**config.mk**
```make
export PLATFORM = sky130hd
export DESIGN_NAME = mp3_spi_sched
export DESIGN_NICKNAME = d
export VERILOG_FILES = /design/src/rtl/mp3_spi_sched.sv
export SDC_FILE = /design/constraint.sdc
export NUM_CORES = 1
export LEC_CHECK = 0
export ABC_CLOCK_PERIOD_IN_PS = 3950
export CORE_MARGIN = 1
export CORE_UTILIZATION = 54
export DETAILED_ROUTE_END_ITERATION = 8
export PLACE_DENSITY_LB_ADDON = 0.25
export SLEW_MARGIN = 20
export SYNTH_ARGS = -nofsm -noshare
export SYNTH_HDL_FRONTEND = slang
export SYNTH_SLANG_ARGS = --single-unit
```
**constraint.sdc**
```tcl
create_clock -name clk -period 3.95 [get_ports clk]
set_input_delay 0.395 -clock clk [delete_from_list [all_inputs] [get_ports clk]]
set_output_delay 0.395 -clock clk [all_outputs]
set_load 0.005 [all_outputs]
```
**src/rtl/mp3_spi_sched.sv**
```systemverilog
// mp3_spi_sched
// Scheduler for the MP3 decoder's shared SPI bus.
//
// After reset, or after hw_rst_req, the decoder reset pin is held low for
// RST_CYCLES clocks. The block then accepts 32-bit words from two requesters
// and shifts each one out MSB-first on mp3_mosi/mp3_sclk:
//   * commands (SCI) framed by mp3_cs
//   * stream data (SDI) framed by mp3_dcs
// Commands always win over stream data. A word may start only while
// mp3_dreq is high.
//
// Ports
//   clk, RST          bit-rate clock; synchronous active-low reset
//   hw_rst_req        one-cycle request: abort any word, redo decoder reset
//   cmd_valid/data    command word request   -> cmd_ready
//   dat_valid/data    stream word request    -> dat_ready
//   mp3_dreq          decoder ready (already synchronised)
//   mp3_rst           decoder reset, active-low
//   mp3_cs, mp3_dcs   SCI / SDI selects, active-low
//   mp3_mosi          serial data
//   mp3_sclk          serial clock, clk/2, idles at 0
//   xfer_done         one-cycle pulse when a word completes
//   busy              high whenever the FSM is not IDLE
//   dbg_state         current FSM state, for checkers and debug
module mp3_spi_sched #(
  parameter int RST_CYCLES = 1000000
) (
  input  logic        clk,
  input  logic        RST,
  input  logic        hw_rst_req,
  input  logic        cmd_valid,
  input  logic [31:0] cmd_data,
  output logic        cmd_ready,
  input  logic        dat_valid,
  input  logic [31:0] dat_data,
  output logic        dat_ready,
  input  logic        mp3_dreq,
  output logic        mp3_rst,
  output logic        mp3_cs,
  output logic        mp3_dcs,
  output logic        mp3_mosi,
  output logic        mp3_sclk,
  output logic        xfer_done,
  output logic        busy,
  output logic [1:0]  dbg_state
);

  // The reset counter only has to reach RST_CYCLES-1.
  localparam int CW = (RST_CYCLES > 1) ? $clog2(RST_CYCLES) : 1;
  localparam logic [CW-1:0] RST_LAST = CW'(RST_CYCLES - 1);

  typedef enum logic [1:0] {
    ST_HWRST = 2'd0,
    ST_IDLE  = 2'd1,
    ST_SHIFT = 2'd2,
    ST_GAP   = 2'd3
  } state_t;

  state_t         state_q, state_d;
  logic [CW-1:0]  cnt_q, cnt_d;
  logic           rst_n_q, rst_n_d;
  logic           cs_q, cs_d;
  logic           dcs_q, dcs_d;
  logic           sclk_q, sclk_d;
  logic [31:0]    shreg_q, shreg_d;
  logic [5:0]     bit_cnt_q, bit_cnt_d;
  logic           done_q, done_d;
  logic           cmd_fire, dat_fire;

  // Handshake: a word transfers on the rising clk edge where valid and ready
  // are both high. Ready is combinational from the registered state and
  // mp3_dreq; the requester must hold valid and data stable until that edge.
  // dat_ready is masked by cmd_valid so a pending command always goes first.
  assign cmd_ready = (state_q == ST_IDLE) && mp3_dreq;
  assign dat_ready = (state_q == ST_IDLE) && mp3_dreq && !cmd_valid;
  assign cmd_fire  = cmd_valid && cmd_ready;
  assign dat_fire  = dat_valid && dat_ready;

  always_comb begin
    state_d   = state_q;
    cnt_d     = cnt_q;
    rst_n_d   = rst_n_q;
    cs_d      = cs_q;
    dcs_d     = dcs_q;
    sclk_d    = sclk_q;
    shreg_d   = shreg_q;
    bit_cnt_d = bit_cnt_q;
    done_d    = 1'b0;

    unique case (state_q)
      ST_HWRST: begin
        if (cnt_q == RST_LAST) begin
          cnt_d   = '0;
          rst_n_d = 1'b1;
          state_d = ST_IDLE;
        end else begin
          cnt_d = cnt_q + 1'b1;
        end
      end

      ST_IDLE: begin
        // mp3_dreq only matters here; once a word starts it always finishes.
        if (cmd_fire || dat_fire) begin
          shreg_d   = cmd_fire ? cmd_data : dat_data;
          cs_d      = !cmd_fire;
          dcs_d     = cmd_fire;
          sclk_d    = 1'b0;
          bit_cnt_d = 6'd1;
          state_d   = ST_SHIFT;
        end
      end

      ST_SHIFT: begin
        sclk_d = !sclk_q;
        // Data changes on the falling SCLK edge, i.e. the cycle after the
        // decoder has sampled the current bit on the rising edge.
        if (sclk_q) begin
          if (bit_cnt_q != 6'd32) begin
            shreg_d   = {shreg_q[30:0], 1'b0};
            bit_cnt_d = bit_cnt_q + 6'd1;
          end else begin
            cs_d    = 1'b1;
            dcs_d   = 1'b1;
            done_d  = 1'b1;
            state_d = ST_GAP;
          end
        end
      end

      ST_GAP: begin
        state_d = ST_IDLE;
      end

      default: begin
        state_d = ST_HWRST;
      end
    endcase

    // A hardware-reset request overrides everything and drops any word in
    // flight without a completion pulse.
    if (hw_rst_req) begin
      state_d   = ST_HWRST;
      cnt_d     = '0;
      rst_n_d   = 1'b0;
      cs_d      = 1'b1;
      dcs_d     = 1'b1;
      sclk_d    = 1'b0;
      shreg_d   = '0;
      bit_cnt_d = '0;
      done_d    = 1'b0;
    end
  end

  always_ff @(posedge clk) begin
    if (!RST) begin
      state_q   <= ST_HWRST;
      cnt_q     <= '0;
      rst_n_q   <= 1'b0;
      cs_q      <= 1'b1;
      dcs_q     <= 1'b1;
      sclk_q    <= 1'b0;
      shreg_q   <= '0;
      bit_cnt_q <= '0;
      done_q    <= 1'b0;
    end else begin
      state_q   <= state_d;
      cnt_q     <= cnt_d;
      rst_n_q   <= rst_n_d;
      cs_q      <= cs_d;
      dcs_q     <= dcs_d;
      sclk_q    <= sclk_d;
      shreg_q   <= shreg_d;
      bit_cnt_q <= bit_cnt_d;
      done_q    <= done_d;
    end
  end

  // MOSI comes straight from the top of the shift register. It therefore
  // keeps the last bit sent until the next word loads, and reads 0 after reset.
  assign mp3_mosi  = shreg_q[31];
  assign mp3_rst   = rst_n_q;
  assign mp3_cs    = cs_q;
  assign mp3_dcs   = dcs_q;
  assign mp3_sclk  = sclk_q;
  assign xfer_done = done_q;
  assign busy      = (state_q != ST_IDLE);
  assign dbg_state = state_q;

endmodule

```
* Word-level counts from Yosys, hierarchy flattened
Cells that the tools add are included.
Cells by class: mux-type cells 24, bitwise operators 3, add/subtract/negate cells 2, reductions and logical operators 17, equality and inequality tests 11
Operators by type and width (count):
- 32-bit two-way mux | 4
- 32-bit one-hot mux with 2 select lines | 1
- 20-bit by 1-bit adder with 20-bit output (second input constant) | 1
- 20-bit equality test (second input constant) | 1
- 20-bit two-way mux | 1
- 6-bit two-way mux | 3
- 6-bit one-hot mux with 2 select lines | 1
- 4-bit AND reduction | 3
- 2-bit two-way mux | 4
- 2-bit != test (second input constant) | 4
- 2-bit one-hot mux with 4 select lines | 1
- 6-bit by 1-bit adder with 6-bit output (second input constant) | 1
- 1-bit two-way mux | 6
- 6-bit != test (second input constant) | 1
- 1-bit one-hot mux with 2 select lines | 3
- 2-bit equality test (second input constant) | 2
- 1-bit logical AND | 4
- 2-bit by 1-bit != test with 1-bit output (second input constant) | 2
- 2-bit AND reduction | 2
- 4-bit OR reduction | 1
- 1-bit logical NOT | 3
- 1-bit inverter | 3
- 2-bit by 1-bit equality test with 1-bit output (second input constant) | 1
- 2-bit logical NOT | 1
- other kinds (3) | 3
Word-level totals: word-level logic and storage cells 66, input bits 70, register bits after elaboration 65, output and inout bits 11

* Longest topological paths before layout
depth after elaboration 7, depth in mapped cells 9, gate-level depth less buffers 7

* Least setup slack after synthesis
Ideal clock, no wire load.
kind register to register, from reg state_q[0], in the netlist dbg_state[0], to reg shreg_q[2], library setup time 0.070 ns, stages on the path, launching flop included 9, data required time 3.880 ns, clock period less this slack 1.766 ns, data arrival time 1.695 ns, slack 2.184 ns, cells stage by stage dfxtp_1 > inv_1 > ha_1 > nor2b_1 > a21o_1 > nor3b_4 > buf_6 > nand2_1 > a21oi_1
On the way: word-level cells in the longest chain between the ends 7, elaborated cells between the ends (all ways) 15
Ends and longest elaborated chain:
- start, declared | line 59 | state_t state_q, state_d;
- start signal, assigned | line 166 | state_q <= state_d;
- 2-bit by 1-bit equality test with 1-bit output | line 74, 75, 90
- 1-bit logical AND | line 74, 75
- 1-bit logical AND | line 75 | assign dat_ready = (state_q == ST_IDLE) && mp3_dreq && !cmd_valid;
- 1-bit logical AND | line 77 | assign dat_fire = dat_valid && dat_ready;
- 1-bit logical OR | line 103 | if (cmd_fire || dat_fire) begin
- 2-bit by 1-bit != test with 1-bit output (no line)
- 4-bit AND reduction (no line)
- end signal, assigned | line 172 | shreg_q <= shreg_d;
- end, declared | line 65 | logic [31:0] shreg_q, shreg_d;
Several ways; a longest one is shown, not always the timed one. The select of a mux whose other input is x is not followed. A chain may end at the register's enable or synchronous reset.

* Worst setup path in the final report
from reg state_q[1], in the netlist dbg_state[1], to reg shreg_q[12]
The elaborated chain is that of the path after synthesis.

==> results.md <==
- At the pin with the least slew margin, the transition time is about 1.1 ns.
- The number of synthesis warnings is 0.
- In this run the clock root is driven by a sky130_fd_sc_hd__clkbuf_8.
- The wire length of the first global-routing pass is between 10000 and 15000 um.
- The register clock-pin slew on the reported worst setup and hold paths is roughly 0.070 ns.
- The worst setup path category is reg2reg.
- The average via count per standard cell is between 5 and 6.
- Internal power comes to between 1 and 1.5 mW.
- The total track usage is 0.257.
- The repair_antennas step left the layout with diodes totalling 0.
- The async set-reset flop share out of synthesis is 0.
- For the finished layout, the period the worst path requires is 2.53 ns.
- For this run, design rule violations remaining after detail routing come to 0.
- The total detailed-routing wirelength is about 8000 um.
- Of the cells placed in the final design, the portion with a size suffix greater than 1 is 0.0571.
- The detailed router placed 3185 vias in this run.
- Summed over all layers, the global routing overflow is 0.
- The final RePlAce weighted congestion is between 0.8 and 0.9.
- The number of design-rule violations left by the first detailed-router iteration is between 200 and 250.
- The sequential-to-total area share from yosys stat is 0.382.
- The worst endpoint required time is ~4.2 ns.
- The number of setup buffers added after CTS is 0.
- The peak clock frequency supported by timing is between 300 and 400 MHz.
- The startpoint type of the worst setup path is a flip-flop.
- The worst slew margin relative to its limit is 0.287.
- For this configuration, the core starts out at a cell density of 0.568.
- The quantity of gates resized following cts is 0.
- Of the available clock period, the critical path in the final layout requires 0.640.
- The run finished with clean final reports.
- Detailed placement ended at an HPWL of about 5400 um.
- The most common flop cell mapped by yosys is sky130_fd_sc_hd__dfxtp_1.
- The number of antenna violations at the first check in global routing was 0.
- The floorplan die width is a little over 80 um.
- Setup slack on the critical path of the routed design comes to 1.42 ns.
- The clock passes through at most 2 buffers.
- The floorplan step defined a die boundary enclosing between 6000 and 7000 um2.
- CTS saw between 60 and 70 sinks.
- The kind of capture point of the worst setup path is a flip-flop.
- The synthesized design contains between 60 and 70 register bits.
- For this design the total switching power over the nets is around 0.28 mW.
- The worst slack on hold paths is ~0.45 ns.
- The count of final setup violators is 0.
- Once layout is complete, the utilization of the core stands at 0.728.
- After detailed routing, the average wire length per cell comes to about 14 um.
- The average instance in the mapped netlist occupies approximately 7.8 um2.
- Between clock sinks in the finished design, the worst skew comes to 0.00664 ns.
- Relative to the synthesized area, the layout overhead comes to 28.2%.
- The maximum number of pins on one net before global-route repair is 64.
- In this run the cell area of the synthesized design comes to around 3400 um2.
- The via count of the first global-routing pass was ~3000.
- The completed layout was analyzed and its total power is roughly 1.3 mW.
- The number of max-slew violations in the final report is 0.
- The die is just over 80 um tall.
- The number of enable-type register cells in the synthesized netlist is 0.
- The clock tree synthesis step divided the H-tree into 3 levels.
- The minimum setup slack after placement is 1.24 ns.
- The maximum resistive drop on vdd is approximately 0.00019 V.
- In the final timing run, aggregate negative setup slack is 0 ns.
- Of the total power, the share spent switching nets is 0.219.
- The total power divided by cell area is a little under 300 nW/um2.
- The total area inside the core boundary comes to roughly 6000 um2.
- The path class of the tightest hold or removal check is reg2reg.
- Summed over all cells, the static leakage comes to roughly 1.6 nW.
- The worst setup path startpoint is dbg_state[1]$_SDFFE_PP0P_.
- Leaving out fill and tap cells, the most frequent cells in the layout are sky130_fd_sc_hd__nand2_1 (111), sky130_fd_sc_hd__clkdlybuf4s50_1 (80), sky130_fd_sc_hd__dfxtp_1 (65), sky130_fd_sc_hd__a21oi_1 (39), sky130_fd_sc_hd__o21ai_0 (37).
- At the end of the flow, the number of nets in the layout was 580.
- The reg-to-reg critical path startpoint is dbg_state[1]$_SDFFE_PP0P_.
- TritonCTS built the clock tree.
- The relative contribution of the clock network to total power is 0.406.
- Pin placement for this block handled 81 I/O pins.
- The netlist uses 39 different library cells.
- The critical hold path startpoint is shreg_q[0]$_SDFFE_PP0P_.
- The clock network latency to the later pin of the worst-skew pair is 0.34 ns.
- The TritonCTS buffer count is 9.
- The proportion of power drawn by flip-flops and latches is 0.512.
- The final hold violation count was 0.
- The tool flagged a number of max-cap violations equal to 0.
- The number of nets handed over by synthesis was 510.
- The cell count after synthesis came out at ~430.
- The number of filler cells placed in the layout is roughly 500.
- The port buffer count is 80.
- STA puts the critical path data arrival time at 2.74 ns.
- The floorplan has 28 rows.
- The share of total power dissipated in combinational logic is 0.082.
- The iteration count of the initial detailed-routing pass is 4.
- The number of hold buffers added after CTS is 0.
- The largest fanout of any net on the critical path is 33.
- Once detail routing completed, the nets flagged for antenna violations numbered 0.
- Setup repair after global routing left no endpoint under its margin.
- Leaving out fill and tap cells, the most frequent cell in the layout is sky130_fd_sc_hd__nand2_1.
- The register-to-register setup slack is roughly 1.4 ns.
==> synthesized netlist by cell type (2+ instances only) <==
cell                       number  area [um2]
sky130_fd_sc_hd__mux2i_1       33         330
sky130_fd_sc_hd__a21oi_1       39         195
sky130_fd_sc_hd__nor2b_1        5        31.3
sky130_fd_sc_hd__nand2_1      111         417
sky130_fd_sc_hd__a22oi_1        2        15.0
sky130_fd_sc_hd__xnor2_1        7        61.3
sky130_fd_sc_hd__clkbuf_1      10        37.5
sky130_fd_sc_hd__dfxtp_1       65        1300
sky130_fd_sc_hd__ha_1           6        75.1
sky130_fd_sc_hd__and3_1         2        12.5
sky130_fd_sc_hd__buf_2          4        20.0
sky130_fd_sc_hd__and2_1         3        18.8
sky130_fd_sc_hd__inv_1          7        26.3
sky130_fd_sc_hd__xor2_1        12         105
sky130_fd_sc_hd__nor3_1         8        40.0
sky130_fd_sc_hd__nand3_1       10        50.1
sky130_fd_sc_hd__a311oi_1       2        17.5
sky130_fd_sc_hd__buf_6          4        45.0
sky130_fd_sc_hd__nor4b_2        2        30.0
sky130_fd_sc_hd__nand4_1        9        56.3
sky130_fd_sc_hd__nor2_1        32         120
sky130_fd_sc_hd__buf_4          7        52.6
sky130_fd_sc_hd__o21ai_0       37         185
sky130_fd_sc_hd__a21o_1         2        15.0
==> power groups by stage <==
stage | sequential, mW | clock (mW) | combinational [mW]
floorplan | 0.672 | 0 | 0.0296
global placement | 0.672 | 0 | 0.103
detailed placement | 0.672 | 0 | 0.104
CTS | 0.657 | 0.529 | 0.105
global route | 0.657 | 0.556 | 0.113
finish | 0.657 | 0.522 | 0.105
==> per-layer routing <==
metal / vias to the layer above / share of wire / global-route usage / wire, um
met3: 4 / 0.061 / 0.0506 / 489
li1: 1613 / - / - / -
met4: 0 / 0.0076 / 0.107 / 61
met1: 1482 / 0.45 / 0.308 / 3570
met5: - / 0 / 0 / 0
met2: 86 / 0.48 / 0.443 / 3870
==> cells by family (layout without fill, tap and decap cells) <==
group | after synthesis | after routing | synth area share
simple gates | 191 | 191 | 0.256
fa+ha+maj | 6 | 6 | 0.0221
compound gates | 87 | 87 | 0.137
flops | 65 | 65 | 0.382
xor+xnor | 19 | 19 | 0.0489
buf+inv | 32 | 106 | 0.0533
mux | 34 | 34 | 0.100
==> worst max-delay path, stage by stage, from the launching register on <==
cell	delay, ns
sky130_fd_sc_hd__dfxtp_1	0.35
sky130_fd_sc_hd__inv_1	0.09
sky130_fd_sc_hd__ha_1	0.32
sky130_fd_sc_hd__nand3_2	0.85
sky130_fd_sc_hd__mux2i_1	0.44
sky130_fd_sc_hd__o21ai_0	0.15
sky130_fd_sc_hd__nand2_1	0.12
sky130_fd_sc_hd__a21oi_1	0.06
==> flip-flops by register name, indices dropped and copies added, names as in the netlist <==
signal / flops
cnt_q: 20
xfer_done: 1
bit_cnt_q: 6
mp3_cs: 1
shreg_q: 32
mp3_sclk: 1
mp3_rst: 1
dbg_state: 2
mp3_dcs: 1
==> stage by stage <==
| step | area [um2] | cells |
|---|---|---|
| 2_1_floorplan | 3400 | 434 |
| 3_3_place_gp | 4180 | 568 |
| 3_5_place_dp | 4180 | 568 |
| 4_1_cts | 4360 | 583 |
| 5_1_grt | 4360 | 583 |
| 6_report | 4360 | 583 |
==> cell type report <==
cell class	instances	area [um2]	share of cell area
inverters	7	26.3	0.00603
clock buffers	13	169	0.0387
repair buffers	84	831	0.191
well taps	75	93.8	0.0215
flip-flops and latches	65	1300	0.298
clock inverters	2	12.5	0.00287
multi-input cells	337	1930	0.442
==> worst paths after layout <==
kind	endpoint	cells past startpoint
max	shreg_q[12]$_SDFFE_PP0P_	7
min	shreg_q[0]$_SDFFE_PP0P_	2
max reg2reg	shreg_q[12]$_SDFFE_PP0P_	7
min reg2reg	shreg_q[0]$_SDFFE_PP0P_	2
Power figures use the tool's default switching activity.
